[config.mk]
export PLATFORM = sky130hd
export DESIGN_NAME = fetch_unit
export DESIGN_NICKNAME = d
export VERILOG_FILES = /design/src/rtl/fetch_unit.sv
export SDC_FILE = /design/constraint.sdc
export NUM_CORES = 1
export LEC_CHECK = 0
export ABC_AREA = 1
export CAP_MARGIN = 15
export CORE_MARGIN = 3
export CORE_UTILIZATION = 54
export DETAILED_ROUTE_END_ITERATION = 8
export HOLD_SLACK_MARGIN = 0.02
export PLACE_DENSITY_LB_ADDON = 0.2
export SLEW_MARGIN = 20
export SYNTH_ARGS = -nofsm -noshare
export SYNTH_HDL_FRONTEND = slang
export SYNTH_HIERARCHICAL = 1
export SYNTH_SLANG_ARGS = --single-unit
[constraint.sdc]
create_clock -name clk -period 2.9 [get_ports clk]
set_input_delay 0.58 -clock clk [delete_from_list [all_inputs] [get_ports clk]]
set_output_delay 0.58 -clock clk [all_outputs]
set_load 0.05 [all_outputs]
[src/rtl/fetch_unit.sv]
// Instruction fetch stage: owns the PC, issues word reads to instruction
// memory under a credit limit, buffers in-order responses in a small FIFO
// and hands them to decode. Redirects flush the buffer and mark in-flight
// responses for discard.

// Protocol and occupancy checks for the fetch stage.
module fetch_unit_chk #(
    parameter int FIFO_DEPTH = 2,
    parameter int CW         = 2
) (
    input logic          clk,
    input logic          rst_n,
    input logic          imem_rsp_valid,
    input logic [CW-1:0] outstanding,
    input logic [CW-1:0] fifo_cnt
);
    localparam logic [CW-1:0] DEPTH_C = CW'(FIFO_DEPTH);

    a_rsp_needs_outstanding: assert property (@(posedge clk) disable iff (!rst_n)
        imem_rsp_valid |-> (outstanding != '0));
    a_fifo_bound: assert property (@(posedge clk) disable iff (!rst_n)
        fifo_cnt <= DEPTH_C);
    a_outstanding_bound: assert property (@(posedge clk) disable iff (!rst_n)
        outstanding <= DEPTH_C);
endmodule

module fetch_unit #(
    parameter logic [31:0] RESET_PC   = 32'h0000_0000,
    parameter int          FIFO_DEPTH = 2
) (
    input  logic        clk,
    input  logic        rst_n,
    output logic        imem_req_valid,
    input  logic        imem_req_ready,
    output logic [31:0] imem_addr,
    input  logic        imem_rsp_valid,
    input  logic [31:0] imem_rsp_data,
    output logic        instr_valid,
    input  logic        instr_ready,
    output logic [31:0] instr,
    output logic [31:0] instr_pc,
    input  logic        redirect_valid,
    input  logic [31:0] redirect_pc
);
    localparam int            PW      = (FIFO_DEPTH > 1) ? $clog2(FIFO_DEPTH) : 1;
    localparam int            CW      = $clog2(FIFO_DEPTH + 1);
    localparam logic [CW:0]   DEPTH_C = (CW + 1)'(FIFO_DEPTH);
    localparam logic [PW-1:0] PTR_ONE = PW'(1);

    logic [31:0]   pc_q, pc_d;
    logic [31:0]   fifo_data_q [FIFO_DEPTH];
    logic [31:0]   fifo_data_d [FIFO_DEPTH];
    logic [31:0]   fifo_pc_q   [FIFO_DEPTH];
    logic [31:0]   fifo_pc_d   [FIFO_DEPTH];
    logic [PW-1:0] fifo_rd_q, fifo_rd_d, fifo_wr_q, fifo_wr_d;
    logic [CW-1:0] fifo_cnt_q, fifo_cnt_d;
    logic [31:0]   iq_addr_q   [FIFO_DEPTH];
    logic [31:0]   iq_addr_d   [FIFO_DEPTH];
    logic [PW-1:0] iq_rd_q, iq_rd_d, iq_wr_q, iq_wr_d;
    logic [CW-1:0] outstanding_q, outstanding_d;
    logic [CW-1:0] drop_cnt_q, drop_cnt_d;

    logic credit_s, req_valid_s, req_fire_s, rsp_drop_s, push_s, pop_s;

    // Request credit and handshake qualifiers; credit looks only at registered counts.
    always_comb begin
        credit_s    = ({1'b0, outstanding_q} + {1'b0, fifo_cnt_q}) < DEPTH_C;
        req_valid_s = rst_n && !redirect_valid && credit_s;
        req_fire_s  = req_valid_s && imem_req_ready;
        rsp_drop_s  = redirect_valid || (drop_cnt_q != '0);
        push_s      = imem_rsp_valid && !rsp_drop_s;
        pop_s       = (fifo_cnt_q != '0) && instr_ready && !redirect_valid;
    end

    assign imem_req_valid = req_valid_s;
    assign imem_addr      = pc_q;

    // Next-state for PC, issued-address queue, counters and instruction FIFO.
    always_comb begin
        pc_d          = pc_q;
        fifo_data_d   = fifo_data_q;
        fifo_pc_d     = fifo_pc_q;
        fifo_rd_d     = fifo_rd_q;
        fifo_wr_d     = fifo_wr_q;
        fifo_cnt_d    = fifo_cnt_q;
        iq_addr_d     = iq_addr_q;
        iq_rd_d       = iq_rd_q;
        iq_wr_d       = iq_wr_q;
        drop_cnt_d    = drop_cnt_q;
        outstanding_d = outstanding_q + CW'(req_fire_s) - CW'(imem_rsp_valid);

        if (redirect_valid) begin
            pc_d = redirect_pc;
        end else if (req_fire_s) begin
            pc_d = pc_q + 32'd4;
        end else begin
            pc_d = pc_q;
        end

        // The address queue tracks every accepted request, even ones later dropped.
        if (req_fire_s) begin
            iq_addr_d[iq_wr_q] = pc_q;
            iq_wr_d            = iq_wr_q + PTR_ONE;
        end else begin
            iq_wr_d = iq_wr_q;
        end
        if (imem_rsp_valid) begin
            iq_rd_d = iq_rd_q + PTR_ONE;
        end else begin
            iq_rd_d = iq_rd_q;
        end

        if (redirect_valid) begin
            // Everything still in flight becomes stale, except a response landing now,
            // which is discarded directly.
            drop_cnt_d = outstanding_q - CW'(imem_rsp_valid);
        end else if (imem_rsp_valid && (drop_cnt_q != '0)) begin
            drop_cnt_d = drop_cnt_q - CW'(1'b1);
        end else begin
            drop_cnt_d = drop_cnt_q;
        end

        if (redirect_valid) begin
            fifo_rd_d  = '0;
            fifo_wr_d  = '0;
            fifo_cnt_d = '0;
        end else begin
            if (push_s) begin
                fifo_data_d[fifo_wr_q] = imem_rsp_data;
                fifo_pc_d[fifo_wr_q]   = iq_addr_q[iq_rd_q];
                fifo_wr_d              = fifo_wr_q + PTR_ONE;
            end else begin
                fifo_wr_d = fifo_wr_q;
            end
            if (pop_s) begin
                fifo_rd_d = fifo_rd_q + PTR_ONE;
            end else begin
                fifo_rd_d = fifo_rd_q;
            end
            fifo_cnt_d = fifo_cnt_q + CW'(push_s) - CW'(pop_s);
        end
    end

    // Head of the FIFO toward decode; zeros when nothing is buffered.
    always_comb begin
        instr_valid = (fifo_cnt_q != '0);
        if (fifo_cnt_q != '0) begin
            instr    = fifo_data_q[fifo_rd_q];
            instr_pc = fifo_pc_q[fifo_rd_q];
        end else begin
            instr    = 32'h0000_0000;
            instr_pc = 32'h0000_0000;
        end
    end

    // State registers with asynchronous reset.
    always_ff @(posedge clk or negedge rst_n) begin
        if (!rst_n) begin
            pc_q          <= RESET_PC;
            fifo_rd_q     <= '0;
            fifo_wr_q     <= '0;
            fifo_cnt_q    <= '0;
            iq_rd_q       <= '0;
            iq_wr_q       <= '0;
            outstanding_q <= '0;
            drop_cnt_q    <= '0;
            for (int i = 0; i < FIFO_DEPTH; i++) begin
                fifo_data_q[i] <= 32'h0000_0000;
                fifo_pc_q[i]   <= 32'h0000_0000;
                iq_addr_q[i]   <= 32'h0000_0000;
            end
        end else begin
            pc_q          <= pc_d;
            fifo_rd_q     <= fifo_rd_d;
            fifo_wr_q     <= fifo_wr_d;
            fifo_cnt_q    <= fifo_cnt_d;
            iq_rd_q       <= iq_rd_d;
            iq_wr_q       <= iq_wr_d;
            outstanding_q <= outstanding_d;
            drop_cnt_q    <= drop_cnt_d;
            fifo_data_q   <= fifo_data_d;
            fifo_pc_q     <= fifo_pc_d;
            iq_addr_q     <= iq_addr_d;
        end
    end

    fetch_unit_chk #(.FIFO_DEPTH(FIFO_DEPTH), .CW(CW)) u_chk (
        .clk            (clk),
        .rst_n          (rst_n),
        .imem_rsp_valid (imem_rsp_valid),
        .outstanding    (outstanding_q),
        .fifo_cnt       (fifo_cnt_q)
    );
endmodule

==> results of run 1 <==
==> cells by family (layout without fill, tap and decap cells) <==
family | after synthesis | in the layout | share of synthesized area [%]
AOI/OAI and AO/OA | 297 | 297 | 13.70
xor gates and xnor gates | 10 | 10 | 0.7956
adders and majority gates | 8 | 8 | 0.9775
buffers and inverters | 207 | 372 | 7.581
DFF | 234 | 234 | 53.19
muxes | 32 | 32 | 3.274
and+or+nand+nor | 567 | 567 | 20.48
==> final timing paths <==
check,start,slack (ps),endpoint
worst max-delay path,fifo_cnt_q[0]$_DFF_PN0_,130,imem_req_valid
worst min-delay path,fifo_pc_q[38]$_DFFE_PN0P_,470,fifo_pc_q[38]$_DFFE_PN0P_
worst max register to register,fifo_cnt_q[0]$_DFF_PN0_,490,iq_addr_q[62]$_DFFE_PN0P_
worst min register to register,fifo_pc_q[38]$_DFFE_PN0P_,470,fifo_pc_q[38]$_DFFE_PN0P_
max in group asynchronous,rst_n,1340,fifo_data_q[32]$_DFFE_PN0P_
min in group asynchronous,rst_n,530,imem_addr[14]$_DFFE_PN0P_
==> worst max-delay path, stage by stage (launching register included) <==
cell     delay, ps
dfrtp_1        410
nand2_1         80
inv_1           50
fa_1           430
nor2_1         230
nand3_1        180
inv_1          150
buf_12         140
==> stage by stage <==
| stage | hold WS, ps | power (uW) |
|---|---|---|
| after floorplan | 284.4 | 8039 |
| after global placement | 456.9 | 9221 |
| after detailed placement | 455.7 | 9371 |
| after CTS | 476.2 | 12710 |
| after global routing | 490.4 | 13450 |
| final | 472.1 | 12640 |
==> final cells by class <==
| cell class | count | area [um^2] | area share [%] |
|---|---|---|---|
| inverters | 137 | 516.7 | 3.785 |
| repair buffers | 190 | 1762 | 12.90 |
| clock buffers | 38 | 774.5 | 5.673 |
| flip-flops and latches | 234 | 5857 | 42.90 |
| well taps | 265 | 331.6 | 2.429 |
| clock inverters | 7 | 91.34 | 0.6690 |
| multi-input cells | 914 | 4320 | 31.64 |
==> cell usage in the layout, fill, tap and decap left out, drive strengths merged, types with 4 or more instances in the layout <==
cell type and count:
a21oi 68, buf 89, clkbuf 38, clkdlybuf4s50 100
clkinv 5, dfrtp 234, ha 7, inv 136
mux2 32, nand2 463, nand3 48, nor2 48
o211ai 7, o21ai 221, xnor2 4, xor2 6
==> cell usage after synthesis <==
master	instances
nand2_1	462
dfrtp_1	234
o21ai_0	183
inv_1	131
a21oi_1	68
nand3_1	47
clkbuf_1	45
nor2_1	44
o21ai_1	38
mux2_2	32
buf_2	20
ha_1	7
o211ai_1	7
xor2_1	6
buf_6	4
xnor2_1	4
inv_2	3
nor3_1	3
clkinv_1	2
nand4_1	2
nor2_2	2
nor2_4	2
and2_1	1
buf_1	1
fa_1	1
inv_4	1
nand2_2	1
nand3_4	1
nand4_4	1
o221ai_1	1
or2_1	1
==> power groups by stage <==
stage / Clock [uW] / Sequential (uW) / Combinational [uW]
floorplan: 0 / 5290 / 2750
global placement: 0 / 5160 / 4060
detailed placement: 0 / 5200 / 4170
CTS: 3330 / 5170 / 4200
global route: 3490 / 5320 / 4630
finish: 3300 / 5170 / 4160
==> sequential cells by signal, summed over array words and instances, names as in the netlist, 2 cells and up <==
register / flops
iq_addr_q: 64
imem_addr: 32
fifo_data_q: 64
drop_cnt_q: 2
outstanding_q: 2
fifo_cnt_q: 2
fifo_pc_q: 64
==> per-layer routing <==
metal | wire length (um) | GRT usage (%)
met5 | 0 | 0
met4 | 573 | 6.087
met3 | 1622 | 3.130
met2 | 13170 | 40.94
met1 | 11990 | 35.03
==> results.toml, run 1 <==
[run_status]
status = "finished clean"

[timing]
timing.final.crit_share_pct = 95.43
setup_viol = 0
fmax_mhz = 361.3
rsz0062_at_grt = "false"
fin_skew_ps = 11.36
slew_violations = 0
min_period_ps = 2768
worst_pin_slew_ps = 742.7
slew_headroom_pct = 50.49
finalHoldViolations = 0
timing.final.ws_setup_ps = 132.4
setup_tns_ps = 0

[yosys]
synth_area_leader_cell = "dfrtp_1"
synth.cell_area_um2 = 11010
post_synth_num_cell_types = 31
syn-num-nets = 1433
synthTopCellsByArea = "dfrtp_1, nand2_1, o21ai_0"
synthCells = 1355
yosys_warnings = 6
yosys_register_bits = 234
yosysTopAreaCellShare_pct = 53.19
yosysSeqAreaShare_pct = 53.19
synth_area_per_cell_um2 = 8.124

[setup_path]
r2r.worst_path.cells = 9
cp.arrival_ps = 2190
crit_required_ps = 2320
critical_path_class = "register to output pin"
crit_path_end_kind = "output pin"
cp_max_fo = 3
cp-start-kind = "register"

[layout]
diodes = 0
finalNonFillerCells = 1785
nNetsFinal = 1580
drive_gt1_share_pct = 11.64
n_fill_cell = 1605
area_growth_pct = 24.03
finalInstanceArea_um2 = 13650
post-route-util_pct = 69.24

[power]
power_leakage_uw = 0.006671
power_frac_seq_pct = 40.9
p_sw_uw = 4605
clockPowerShare_pct = 26.1
p_comb_share_pct = 32.9
peakVddDrop_mv = 0.6511
switching_share_pct = 36.43
power_density_nw_per_um2 = 925.8
intPower_uw = 8035

[drt]
drt_iter0_drc = 755
vias_per_cell = 5.238
wl_um = 27360
wl_per_cell_um = 15.33
drc_errors = 0
firstDrtPassIters = 5
num_vias = 9349
ant_nets = 0

[die]
io_pins = 168
die_h_um = 148.8
num_rows = 51
die_w_um = 148.8
start_util_pct = 55.83
core_um2 = 19720
die-area_um2 = 22130

[grt]
grt_usage_pct = 24.67
overflow = 0
grt_pass1_vias = 8994
antenna_found_initial = 0
grt_pass1_wl_um = 44880
grt_max_degree = 103

[hold_path]
hold_class = "register to register"
hold_depth = 2

[flow_run]
max_cap_viol_count = 0

[clock_tree]
cts_tree = "done"
cts_resized = 0
clk_latency_ps = 520
path_clk_slew_ps = 60
cts-buffers-inserted = 25
postCtsSetupBuffers = 0
htree_levels = 1
cts_buffer_depth = 3
cts_sinks = 234
hold_buffers = 1
clockRootBuffer = "clkbuf_16"

[place]
place_hpwl_um = 18240
dpl.cell_count = 1739
placed_cell_area_um2 = 12780
portBuffers = 167
place.gp.congestion = 0.9203
place_ws_ps = 399.0
Note: power is estimated with default switching activity, not from simulation.
==> run 2: changes to the inputs <==
--- a/config.mk
+++ b/config.mk
@@ -7,11 +7,11 @@
 export LEC_CHECK = 0
 export ABC_AREA = 1
 export CAP_MARGIN = 15
-export CORE_MARGIN = 3
+export CORE_MARGIN = 4
 export CORE_UTILIZATION = 54
 export DETAILED_ROUTE_END_ITERATION = 8
 export HOLD_SLACK_MARGIN = 0.02
-export PLACE_DENSITY_LB_ADDON = 0.2
+export PLACE_DENSITY = 0.82
 export SLEW_MARGIN = 20
 export SYNTH_ARGS = -nofsm -noshare
 export SYNTH_HDL_FRONTEND = slang
==> run 2 against run 1 <==
Die area grew 2.7%. Routed wire length grew 5.1%. Cell area grew 2.3%. Sequential power grew 1%. Power grew 2.2%. Setup slack gained 39 ps. Critical endpoint is now instr[26]. Clock skew shrank 3.0 ps. Global-route usage grew 0.65 points. Cell count shrank 0.28%. Critical path depth shrank 3. Maximum frequency grew 1.4%.
==> results.toml, run 2 (synthesis gave the netlist of run 1 again) <==
[run_status]
status = "finished clean"

[power]
clockPowerShare_pct = 26.1
p_comb_share_pct = 33.5
power_leakage_uw = 0.006730
peakVddDrop_mv = 0.5614
power_frac_seq_pct = 40.4
p_sw_uw = 4654
switching_share_pct = 36.04
intPower_uw = 8262
power_density_nw_per_um2 = 925.2

[layout]
reg_top3 = "fifo_data_q x64, fifo_pc_q x64, iq_addr_q x64"
area_growth_pct = 26.82
drive_gt1_share_pct = 11.16
multi_input_area_um2 = 4323
n_fill_cell = 1515
diodes = 0
seqCellArea_um2 = 5857
finalInstanceArea_um2 = 13960
layout_common_cells = "nand2_1, dfrtp_1, o21ai_0, inv_1, clkdlybuf4s50_1"
layout_commonest_cell = "nand2_1"
nNetsFinal = 1575

[die]
core_um2 = 19780
die_w_um = 150.8
die-area_um2 = 22730
num_rows = 51
io_pins = 168
die_h_um = 150.8
start_util_pct = 55.65

[timing]
fin_hold_ws_ps = 452.2
setup_tns_ps = 0
min_period_ps = 2728
slew_headroom_pct = 31.96
fin_skew_ps = 8.323
worst_pin_slew_ps = 1021
timing.final.ws_setup_ps = 171.5
fmax_mhz = 366.5
timing.final.crit_share_pct = 94.09
slew_violations = 0
finalHoldViolations = 0
rsz0062_at_grt = "false"
setup_viol = 0

[drt]
wl_um = 28740
drc_errors = 0
drt_iter0_drc = 806
firstDrtPassIters = 6
num_vias = 9477
wl_per_cell_um = 16.15
ant_nets = 0
vias_per_cell = 5.324

[place]
place.gp.congestion = 0.9260
placed_cell_area_um2 = 13070
portBuffers = 167
place_hpwl_um = 19160
place_ws_ps = 224.0

[setup_path]
reg2reg_from = "outstanding_q[0]$_DFF_PN0_"
crit_required_ps = 2320
cp_max_fo = 29
r2r-end = "iq_addr_q[46]$_DFFE_PN0P_"
critPathBufInv = 2
cp.arrival_ps = 2150
cp_slowest_stage_delay_ps = 710
cp_common_cell = "buf_4"
cp-start-kind = "register"
critical_path_class = "register to output pin"
crit_path_end_kind = "output pin"
crit_chain = "buf_4 -> nand2_1 -> a21oi_1 -> buf_4"
critPathTopFamily = "flip-flops"
crit_start = "fifo_rd_q$_DFFE_PN0P_"
r2r.worst_path.cells = 8
slowest_stage = "dfrtp_2"
rrSetupSlack_ps = 590

[hold_path]
hold_class = "input pin to async pin"

[clock_tree]
cts_tree = "done"
clk_latency_ps = 520
cts_sinks = 234
cts-buffers-inserted = 25
path_clk_slew_ps = 60
clockRootBuffer = "clkbuf_16"
htree_levels = 1
cts_buffer_depth = 3
postCtsSetupBuffers = 0

[flow_run]
max_cap_viol_count = 0

[grt]
antenna_found_initial = 0
overflow = 0
grt_max_degree = 171
grt_pass1_wl_um = 46580
grt_usage_pct = 25.32
grt_pass1_vias = 9289
[run 2: cell type report]
type / count / area share (%)
sequential: 234 / 41.95
multi-input combinational: 914 / 30.96
timing repair buffer: 185 / 14.68
clock buffer: 38 / 5.332
inverter: 137 / 3.701
tap: 265 / 2.375
clock inverter: 7 / 0.9948
[run 2: timing repair]
| item | 4_1_cts | 5_1_grt |
|---|---|---|
| hold buffers | 1 | 0 |
| endpoints found under the hold margin | 3 | 0 |
| resized for setup | 0 | 0 |
[run 2: power by group through the flow]
stage / logic, uW / registers, uW / clock network (uW)
after floorplan: 2750 / 5290 / 0
after global placement: 4180 / 5180 / 0
after detailed placement: 4300 / 5240 / 0
after CTS: 4360 / 5210 / 3420
after global routing: 4790 / 5360 / 3560
final: 4330 / 5220 / 3370
[run 2: stage by stage]
stage / instances / power, uW / utilization (%)
6_report: 1780 / 12920 / 70.58
5_1_grt: 1780 / 13710 / 70.58
4_1_cts: 1780 / 12990 / 70.56
3_5_place_dp: 1734 / 9537 / 66.05
3_3_place_gp: 1734 / 9365 / 66.05
2_1_floorplan: 1355 / 8039 / -
[run 2: per-layer routing]
layer | vias to the layer above | wire [um] | track usage (%)
li1 | 4606 | - | -
met4 | 0 | 898 | 8.658
met2 | 309 | 14280 | 42.33
met5 | - | 0 | 0
met1 | 4506 | 11880 | 34.16
met3 | 56 | 1679 | 3.680
[run 2: worst max path at each step]
| stage | to | slack (ps) | cells after the start |
|---|---|---|---|
| 2_1_floorplan | instr_pc[10] | 130 | 5 |
| 3_3_place_gp | iq_addr_q[62]$_DFFE_PN0P_ | 320 | 5 |
| 3_5_place_dp | iq_addr_q[46]$_DFFE_PN0P_ | 220 | 6 |
| 4_1_cts | instr[1] | 170 | 4 |
| 5_1_grt | instr[29] | 60 | 4 |
| 6_report | instr[26] | 170 | 4 |
==> RTL change 1, RTL diff (flow settings as in run 2) <==
`FIFO_DEPTH` is set to 2 in 2 places; all go to 1.
--- a/src/rtl/fetch_unit.sv
+++ b/src/rtl/fetch_unit.sv
@@ -6,5 +6,5 @@
 // Protocol and occupancy checks for the fetch stage.
 module fetch_unit_chk #(
-    parameter int FIFO_DEPTH = 2,
+    parameter int FIFO_DEPTH = 1,
     parameter int CW         = 2
 ) (
@@ -27,5 +27,5 @@
 module fetch_unit #(
     parameter logic [31:0] RESET_PC   = 32'h0000_0000,
-    parameter int          FIFO_DEPTH = 2
+    parameter int          FIFO_DEPTH = 1
 ) (
     input  logic        clk,
Function: changed (Yosys sat finds a counterexample within 4 cycles, from zero or initial values and one cycle with rst_n low).
==> RTL change 1 against run 2 <==
- wire length shrank 42%
- utilization is 5.7 points higher
- area after synthesis fell by 39%
- power decreased by 39%
- sequential share of layout area down 5.9 points
- die area is 37% lower
- sequential cell count is 101 lower
- final area shrank 34%
- worst setup slack worse by 22 ps
==> RTL change 1: results (changes against run 2) <==
| Metric | Value |
|---|---|
| Adder and majority cell fraction of the synthesized area | 0.00185 (-0.00792) |
| Vias in the first global route | 5466 (-41%) |
| CTS buffer count | 17 (-32%) |
| Later-pin clock latency in the skew report | 410 ps (-110 ps) |
| Post-synth net total | 839 (-41%) |
| Signal arrival time at the worst endpoint | 2170 ps (+20 ps) |
| Share of total power in the clock network | 0.277 (+0.016) |
| Level count of the clock H-tree | 4 (+3) |
| Total number of nets in the final design | 1008 (-36%) |
| Wire length on met1 | 7680 µm (-35%) |
| Sw Pwr | 2.75 mW (-41%) |
| Top cells by instance count after synthesis | 241 x sky130_fd_sc_hd__nand2_1, 133 x sky130_fd_sc_hd__dfrtp_1, 121 x sky130_fd_sc_hd__inv_1 |
| GR Util All Layers | 0.235 (-0.0185) |
| Crit path from | instr_valid |
| Global-route wire length before repair | 27000 µm (-42%) |
| Peak supply drop | 373 µV (-34%) |
| Via density | 5.01 (-5.9%) |
| Maximum number of buffers from clock root to sink | 2 (-1) |
| Worst Clk Skew | 8.96 ps (+0.639 ps) |
| Status | complete, no violations |
| Placed inst area | 8580 µm² (-34%) |
| Portion of netlist area occupied by mux cells | 0.126 (+0.0930) |
| Grt met2 use | 0.377 (-0.0465) |
| Largest fanout of any net on the critical path | 23 (-21%) |
| Met1 track demand over resource | 0.324 (-0.0179) |
| Met3 WL post-DR | 1090 µm (-35%) |
## RTL change 1: cell types whose count changed after synthesis, moves of 7 or more
cell	delta
sky130_fd_sc_hd__nand2_1	-221
sky130_fd_sc_hd__o21ai_0	-154
sky130_fd_sc_hd__dfrtp_1	-101
sky130_fd_sc_hd__a21oi_1	-66
sky130_fd_sc_hd__clkbuf_1	-38
sky130_fd_sc_hd__mux2_4	+37
sky130_fd_sc_hd__o21ai_1	-30
sky130_fd_sc_hd__o21ai_2	+23
sky130_fd_sc_hd__buf_2	-13
sky130_fd_sc_hd__inv_1	-10
sky130_fd_sc_hd__buf_6	+7
## RTL change 1: layout make-up
cell class / count / area [µm²]
inverter: 125 / 469
tap: 168 / 210
clock buffer: 20 / 457
fill: 863 / 2870
clock inverter: 12 / 154
sequential: 133 / 3330
timing repair buffer: 179 / 1870
multi-input combinational: 481 / 2760
## RTL change 1: per-stage QoR
step,worst slack (ps),hold slack (ps),utilization
after floorplan,658,284,-
after global routing,67.2,491,0.763
after global placement,438,391,0.708
after CTS,42.7,480,0.759
after detailed placement,389,393,0.708
final,150,476,0.763
## RTL change 1: path summary, 6_finish.rpt
| check | end | slack (ps) | depth (start not counted) |
|---|---|---|---|
| worst max-delay path | instr_pc[23] | 150 | 4 |
| worst min-delay path | iq_addr_q[4] | 480 | 2 |
| worst max register to register | iq_addr_q[20] | 790 | 7 |
| worst min register to register | iq_addr_q[4] | 480 | 2 |
| max in group asynchronous | instr_valid | 1390 | 3 |
| min in group asynchronous | imem_addr[2] | 640 | 2 |
## RTL change 1: critical path, stage by stage (launching register included)
cell and delay, ps:
sky130_fd_sc_hd__dfrtp_4 580, sky130_fd_sc_hd__buf_4 230, sky130_fd_sc_hd__nand2_1 70, sky130_fd_sc_hd__inv_1 50
sky130_fd_sc_hd__clkdlybuf4s50_1 810
==> RTL change 2, RTL diff (settings of run 2) <==
Without the edit above. Reset style: synchronous (`rst_n`), changed in one clocked block. Comments in the files are not updated.
--- a/src/rtl/fetch_unit.sv
+++ b/src/rtl/fetch_unit.sv
@@ -155,5 +155,5 @@
 
     // State registers with asynchronous reset.
-    always_ff @(posedge clk or negedge rst_n) begin
+    always_ff @(posedge clk) begin
         if (!rst_n) begin
             pc_q          <= RESET_PC;
Check against the original RTL: differs if rst_n is asserted again (counterexample within 4 cycles, from zero or initial values and one cycle with rst_n low); with rst_n held inactive, the same outputs for 4 cycles.
==> RTL change 2 against run 2 <==
- final area shrank 1.1%
- area after synthesis is 5.5% lower
- worst setup slack improved by 32 ps
- wire length shrank 1.2%
- count of clock-buffer cells in the layout decreased by 7
- first-iteration DRC count up 21%
- sequential share of layout area fell by 8.0 points
- sequential cell count did not move
Power is not compared: it rests on default switching activity, and its combinational part moved more than twofold at a synthesized area within 25%.
==> RTL change 2: results (changes against run 2) <==
| Metric | Value |
|---|---|
| Largest cells by area after synthesis | sky130_fd_sc_hd__dfxtp_1 45%, sky130_fd_sc_hd__o21ai_0 13%, sky130_fd_sc_hd__a21oi_1 12% |
| Worst hold slack across all endpoints | 436 ps (-16.1 ps) |
| Status | complete, no violations |
| Cell variety after synth | 34 (+9.7%) |
| Global-route wire length before repair | 46500 µm (-0.21%) |
| Fraction of the yosys area taken by sequential cells | 0.450 (-0.0818) |
| R2r setup slk | 560 ps (-30 ps) |
| Ys flop type | sky130_fd_sc_hd__dfxtp_1 |
| Cell depth of the worst flop-to-flop path | 13 (+5) |
| CTS buffer count | 24 (-4.0%) |
| Met1 track demand over resource | 0.357 (+0.0157) |
| Startpoint of the worst-slack reg-to-reg timing path | fifo_cnt_q[0] |
| Detailed placer's ending HPWL | 18400 µm (-4.0%) |
| Met3 track utilization from global routing | 0.0312 (-0.00565) |
| Share of layout cells above drive strength 1 | 0.0942 (-0.0173) |
| Max-Slew Margin vs Limit | 0.556 (+0.236) |
| Fraction of the cycle the final worst path needs | 0.930 (-0.0109) |
| Vias in the first global route | 9560 (+2.9%) |
| Average wire per cell in the routed design | 15.2 µm (-6.1%) |
| Signal arrival time at the worst endpoint | 2120 ps (-30 ps) |
| Min-delay worst type | input pin to flip-flop |
| Routability congestion estimate | 0.904 (-2.4%) |
| Crit path from | fifo_rd_q |
| Share of flip-flops with an asynchronous set or reset after synthesis | 0 (-1.00) |
| Drt first-iter violations | 979 (+21%) |
| Placed inst area | 12900 µm² (-1.6%) |
| End of the worst register-to-register path | outstanding_q[1] |
| Worst Clk Skew | 19.1 ps (+10.8 ps) |
| GR Util All Layers | 0.253 (about the same) |
[RTL change 2: cell types whose count changed in the layout (fill, tap and decap cells not counted), sizes merged, moves of 32 or more]
cell | run 2 | this run
a21oi | 68 | 241
nand2 | 463 | 235
dfrtp | 234 | 0
inv | 136 | 169
o21ai | 221 | 287
mux2 | 32 | 0
nor2 | 48 | 132
dfxtp | 0 | 234
[RTL change 2: final cells by class]
cell class / instances / area share
sequential: 234 / 0.340
tap: 260 / 0.0236
multi-input combinational: 976 / 0.334
clock buffer: 31 / 0.0513
inverter: 171 / 0.0468
clock inverter: 13 / 0.0176
timing repair buffer: 188 / 0.187
[RTL change 2: how the worst min path moves through the flow]
stage / to / cells past startpoint
final: fifo_cnt_q[0] / 3
after global routing: fifo_cnt_q[0] / 3
after CTS: fifo_cnt_q[0] / 3
after detailed placement: iq_addr_q[58] / 2
after global placement: iq_addr_q[46] / 2
after floorplan: iq_addr_q[63] / 2
[RTL change 2: logic make-up (layout without fill, tap and decap cells)]
group                      Yosys count  count (layout)  synth area share
AOI/OAI and AO/OA                  541             541             0.262
adders and majority gates            8               8            0.0103
buffers and inverters              275             403             0.108
and+or+nand+nor                    420             420             0.164
xor gates and xnor gates             7               7           0.00589
DFF                                234             234             0.450
[RTL change 2: per-stage QoR]
stage	std cells	power, mW
global route	1873	8.18
detailed placement	1829	4.34
finish	1873	7.92
floorplan	1485	4.01
CTS	1873	7.93
global placement	1829	4.32
[RTL change 2: routing by layer]
| layer | share of wire | vias to the layer above |
|---|---|---|
| met5 | 0 | - |
| met4 | 0.020 | 0 |
| met3 | 0.067 | 49 |
| met2 | 0.47 | 396 |
| met1 | 0.44 | 4606 |
| li1 | - | 5069 |
[RTL change 2: power groups by stage]
| stage | combinational (mW) | sequential (mW) | clock, mW |
|---|---|---|---|
| detailed placement | 0.844 | 3.50 | 0 |
| CTS | 0.851 | 3.43 | 3.65 |
| floorplan | 0.441 | 3.57 | 0 |
| global placement | 0.824 | 3.49 | 0 |
| global route | 0.938 | 3.44 | 3.79 |
| finish | 0.856 | 3.43 | 3.63 |
[RTL change 2: critical path, cell delays in order (launching register included)]
cell,delay [ps]
sky130_fd_sc_hd__dfxtp_4,620
sky130_fd_sc_hd__buf_4,360
sky130_fd_sc_hd__o21ai_0,140
sky130_fd_sc_hd__a21oi_1,280
sky130_fd_sc_hd__buf_12,180
